File: src/rtl/eight_bit_adder_modify_module.sv
// eight_bit_adder_modify_module
// Registered 8-bit unsigned adder built as a carry-select adder: the low
// nibble ripples from carry-in 0, the high nibble is computed twice (carry-in
// 0 and 1) and the low-nibble carry picks one. The 9-bit result is captured
// every rising clock edge and cleared asynchronously while rst_n is low.
//
// Ports:
//   clk   in   1  clock, rising edge
//   rst_n in   1  asynchronous active-low reset
//   a     in   8  unsigned operand A
//   b     in   8  unsigned operand B
//   sum   out  8  registered low 8 bits of a+b
//   cout  out  1  registered carry-out of a+b
module eight_bit_adder_modify_module (
    input  logic       clk,
    input  logic       rst_n,
    input  logic [7:0] a,
    input  logic [7:0] b,
    output logic [7:0] sum,
    output logic       cout
);

    localparam int unsigned DATA_W = 8;
    localparam int unsigned NIB_W  = 4;

    // 4-bit ripple chain of full adders; returns {carry_out, sum[3:0]}.
    function automatic logic [NIB_W:0] ripple4(
        input logic [NIB_W-1:0] x,
        input logic [NIB_W-1:0] y,
        input logic             ci
    );
        logic [NIB_W-1:0] s;
        logic             c;
        c = ci;
        s = '0;
        for (int i = 0; i < int'(NIB_W); i++) begin
            s[i] = x[i] ^ y[i] ^ c;
            c    = (x[i] & y[i]) | (c & (x[i] ^ y[i]));
        end
        return {c, s};
    endfunction

    logic [NIB_W:0]  lo_res;
    logic [NIB_W:0]  hi_res0;
    logic [NIB_W:0]  hi_res1;
    logic [NIB_W:0]  hi_sel;
    logic            c4;

    logic [DATA_W-1:0] sum_d;
    logic [DATA_W-1:0] sum_q;
    logic              cout_d;
    logic              cout_q;

    // Carry-select datapath: both high-nibble candidates are formed in
    // parallel with the low nibble, c4 only drives the final mux.
    always_comb begin
        lo_res  = ripple4(a[NIB_W-1:0], b[NIB_W-1:0], 1'b0);
        hi_res0 = ripple4(a[DATA_W-1:NIB_W], b[DATA_W-1:NIB_W], 1'b0);
        hi_res1 = ripple4(a[DATA_W-1:NIB_W], b[DATA_W-1:NIB_W], 1'b1);
        c4      = lo_res[NIB_W];
        hi_sel  = c4 ? hi_res1 : hi_res0;
        sum_d   = {hi_sel[NIB_W-1:0], lo_res[NIB_W-1:0]};
        cout_d  = hi_sel[NIB_W];
    end

    // Result register: loads every edge, no enable.
    always_ff @(posedge clk or negedge rst_n) begin
        if (!rst_n) begin
            sum_q  <= '0;
            cout_q <= 1'b0;
        end else begin
            sum_q  <= sum_d;
            cout_q <= cout_d;
        end
    end

    assign sum  = sum_q;
    assign cout = cout_q;

endmodule

File: config.mk
export PLATFORM = sky130hd
export DESIGN_NAME = eight_bit_adder_modify_module
export DESIGN_NICKNAME = d
export VERILOG_FILES = /design/src/rtl/eight_bit_adder_modify_module.sv
export SDC_FILE = /design/constraint.sdc
export NUM_CORES = 1
export LEC_CHECK = 0
export CELL_PAD_IN_SITES_DETAIL_PLACEMENT = 2
export CELL_PAD_IN_SITES_GLOBAL_PLACEMENT = 2
export CORE_UTILIZATION = 21
export CTS_CLUSTER_SIZE = 14
export DETAILED_ROUTE_END_ITERATION = 16
export PLACE_DENSITY_LB_ADDON = 0.1
export SLEW_MARGIN = 5
export SYNTH_ARGS = -nofsm -noshare
export SYNTH_HDL_FRONTEND = slang
export SYNTH_SLANG_ARGS = --single-unit
File: constraint.sdc
create_clock -name clk -period 0.8 [get_ports clk]
set_clock_uncertainty 0.1 [all_clocks]
set_input_delay 0.16 -clock clk [delete_from_list [all_inputs] [get_ports clk]]
set_output_delay 0.16 -clock clk [all_outputs]
set_load 0.01 [all_outputs]
Yosys cells after proc, flatten, opt, wreduce, memory -nomap -nowiden. Cells that the tools add are included. W data, S select, Z words.

Output and inout bits: 9. Logic and storage cells: 48. Bits of input ports: 18. Flip-flop bits (word level): 9.

Mux-type cells: 1. Bitwise gates (word level): 45.

Operator list (number): $and A1 B1 Y1 (17); $xor A1 B1 Y1 (17); $or A1 B1 Y1 (10); $mux W5 (1); $not A1 Y1 (1).

Longest topological paths before layout.
Depth in word-level cells: 9. Gate-level depth with buffers: 12.

Least setup slack after synthesis. No wires, ideal clock.

Kind: input-to-reg. From: input a[0]. To: register sum_q[7] (netlist: sum[7]). Path slack: -2.100 ns. Required time: 0.636 ns. Data arrival time: 2.736 ns. Stages: 12. Cell sequence: ha_1 fa_1 inv_1 fa_1 inv_1 fa_1 mux2i_1 fa_1 fa_1 inv_1 fa_1 inv_1.

Cells in the longest elaborated chain, start to end: 8.

Ends and longest elaborated chain: start: declaration (line 17) `input logic [7:0] a,`; $and A1 B1 Y1 (2 in a row) (line 38) `c = (x[i] & y[i]) | (c & (x[i] ^ y[i]));`; $or A1 B1 Y1 (line 38); $and A1 B1 Y1 (line 38); $or A1 B1 Y1 (line 38); $and A1 B1 Y1 (line 38); $or A1 B1 Y1 (line 38); $mux W5 (line 61) `hi_sel = c4 ? hi_res1 : hi_res0;`; via hi_sel[3] (line 46) `logic [NIB_W:0] hi_sel;`; end signal: assignment (line 72) `sum_q <= sum_d;`; end: declaration (line 50) `logic [DATA_W-1:0] sum_q;`.

The timed path passes the listed nets, and every way through them passes these cells.

Final worst setup path. Ends and elaborated chain as after synthesis.

==> results.py <==
metrics = {
    "finish": {
        "fin_nets": 101,
        "final_cells": 100,
        "antenna_cells": 0,
        "syn_to_final_growth_pct": 89.4,
        "drive_gt1_share_pct": 54.8,
        "final_core_utilization_pct": 43.1,
    },
    "yosys": {
        "synthSimpleGateAreaFrac_pct": 0,
        "yosysMostFrequentCell": "inv_1",
        "synth.area.mux_share_pct": 2.22,
        "yosys.area.top_type_share_pct": 50.0,
        "yosys-top-cells-area": "dfrtp_1 50%, fa_1 27%, inv_1 11%",
        "syn_area_sq_um": 450,
        "synth_top_family_by_area": "adder cells",
        "synth-xor-area-share_pct": 1.94,
        "yosysUniqueCellTypes": 6,
        "ys_seq_area_share_pct": 50.0,
        "yosysWarningCount": 0,
        "avgSynthCellArea_sq_um": 13.6,
        "synth_edf_count": 0,
        "ys_ff_latch": 9,
        "yosys.area.top_type": "dfrtp_1",
        "synth_fa_ha_area_share_pct": 35.0,
        "synthTopCellsByCount": "13 x inv_1, 9 x dfrtp_1, 6 x fa_1",
        "synth_cells": 33,
        "synth-compound-area-share_pct": 0,
        "synthFlopType": "dfrtp_1",
        "postSynth.asyncResetShare_pct": 100,
        "syn-num-nets": 60,
    },
    "cts": {
        "cts_tree": "done",
        "clock-root-buffer": "clkbuf_4",
        "numClockSinks": 9,
        "numCtsBuffers": 3,
        "clockBufferDepth": 2,
        "clkTransAtPathRegs_ns": 0.06,
        "h-tree-depth": 1,
    },
    "timing": {
        "drv_slew": 0,
        "fin_tns_setup_ns": -10.62,
        "maxSlewHeadroom_pct": 87.4,
        "min_period_ns": 2.67,
        "fin_ws_ns": -1.87,
        "clock.fmax_mhz": 375,
        "hold_viol_final": 0,
        "post-route-period-util_pct": 333,
        "setup_viol": 17,
        "rsz0062_at_grt": "true",
        "tightest_slew_ns": 0.185,
    },
    "drt": {
        "vias_per_cell": 3.79,
        "totalWireLength_mm": 1.10,
        "dr.pass1.iters": 1,
        "num_vias": 379,
        "drt.antenna.violating_nets": 0,
        "route.detailed.wl_per_inst_microns": 11.0,
        "drc": 0,
        "drt_iter0_markers": 0,
    },
    "pwr": {
        "max-vdd-ir-drop_uv": 830,
        "p_per_area_nw_per_um2": 1590,
        "p_leak_uw": 0.000424,
        "total_power_uw": 1360,
    },
    "global_route": {
        "grt_usage_pct": 11.7,
        "antenna_found_initial": 0,
        "overflow": 0,
        "grt_max_degree": 6,
        "grt_pass1_vias": 410,
        "grt_pass1_wl_mm": 1.97,
    },
    "setup_path": {
        "setup.worst_path.class": "input pin to flip-flop",
        "path_common_cell": "fa_2",
        "required_ns": 0.90,
        "cp-start-kind": "input pin",
        "cp-end-kind": "flip-flop",
        "worstPathMaxFanout": 2,
        "crit_arrival_ns": 2.77,
        "cpPeakStageDelay_ns": 0.42,
        "cpMaxStageDelayCell": "fa_2",
        "crit_chain": "buf_6 > ha_4 > fa_2 > inv_2 > fa_2 > inv_2 > fa_2 > mux2i_2 > fa_2 > fa_2 > inv_2 > fa_2 > inv_2",
    },
    "hold_path": {
        "hold_path_depth": 2,
        "hp-start": "b[0]",
        "min_to": "sum[0]",
        "hp-class": "input pin to flip-flop",
    },
    "placed_design": {
        "hpwl_microns": 886,
        "dp_slack_ns": -2.51,
        "placed_cells": 89,
        "io_buffers": 26,
        "place_congestion": 0.629,
    },
    "status": {
        "violations": "setup timing",
        "status": "finished, violations left",
    },
    "die": {
        "die_w_microns": 48.3,
        "core_sq_um": 1980,
        "fp-row-count": 16,
        "die_area_sq_um": 2330,
        "io_pins": 27,
        "fp.dieH_microns": 48.3,
        "start_util_pct": 22.7,
    },
    "flow_run": {
        "cap_violations": 0,
    },
}
## where the power goes
part	internal (uW)	switching (uW)	leakage (uW)
registers	532	17.0	0.000105
logic	260	190	0.000304
clock network	192	165	0.0000150
## metal layers
metal  up-vias  track usage (%)  wire length, microns
li1        169                -                     -
met1       188             12.2                   334
met2        20             21.4                   640
met3         2             4.09                   107
met4         0             4.41                    19
met5         -                0                     0
## registers in the layout, indices dropped and copies added, names as in the netlist
name  count
sum       8
cout      1
## worst max-delay path: cells and delay by family
kind	cells	cell delay, ns
adders and majority gates	7	2.12
buffers and inverters	5	0.31
muxes	1	0.17
## cells in the final DEF, fill, tap and decap left out, types with 2 or more instances in the layout
cell / count
fa_2: 6
buf_2: 9
buf_4: 4
inv_2: 7
clkdlybuf4s50_1: 11
inv_1: 6
buf_6: 8
clkbuf_4: 3
dfrtp_1: 9
ha_1: 2
## cell families (layout without fill, tap and decap cells)
group / after synthesis / in the layout
adder cells (fa/ha/maj): 9 / 9
buffers and inverters: 13 / 53
multiplexers: 1 / 1
XOR/XNOR: 1 / 1
flip-flops: 9 / 9
## metrics by stage
stage,instance area (sq um),hold slack [ns]
after detailed placement,795,0.377
after floorplan,478,-0.236
after global routing,853,0.00608
after global placement,795,0.365
after CTS,847,0.00847
final,853,0.0169
## what timing repair did
| action | in CTS | in global routing |
|---|---|---|
| endpoints found under the setup margin | 18 | 17 |
| pin swaps | 7 | 7 |
| hold buffers | 0 | 0 |
| setup buffers | 6 | 1 |
| resized for setup | 59 | 5 |
## worst max-delay path by stage
stage	start	endpoint	slack, ns	depth (start not counted)
after global placement	a[0]	sum[7]	-2.47	13
final	a[0]	sum[7]	-1.87	13
after global routing	b[0]	sum[7]	-1.94	13
after floorplan	a[0]	sum[7]	-1.92	12
after detailed placement	b[0]	sum[7]	-2.51	13
after CTS	b[0]	sum[7]	-2.01	13
## layout make-up
| type | count | area, sq um |
|---|---|---|
| fill | 203 | 1130 |
| timing repair buffer | 36 | 312 |
| sequential | 9 | 225 |
| multi-input combinational | 11 | 208 |
| inverter | 13 | 48.8 |
| tap | 27 | 33.8 |
| clock buffer | 4 | 26.3 |
No activity file was read; power rests on OpenSTA's default activity.
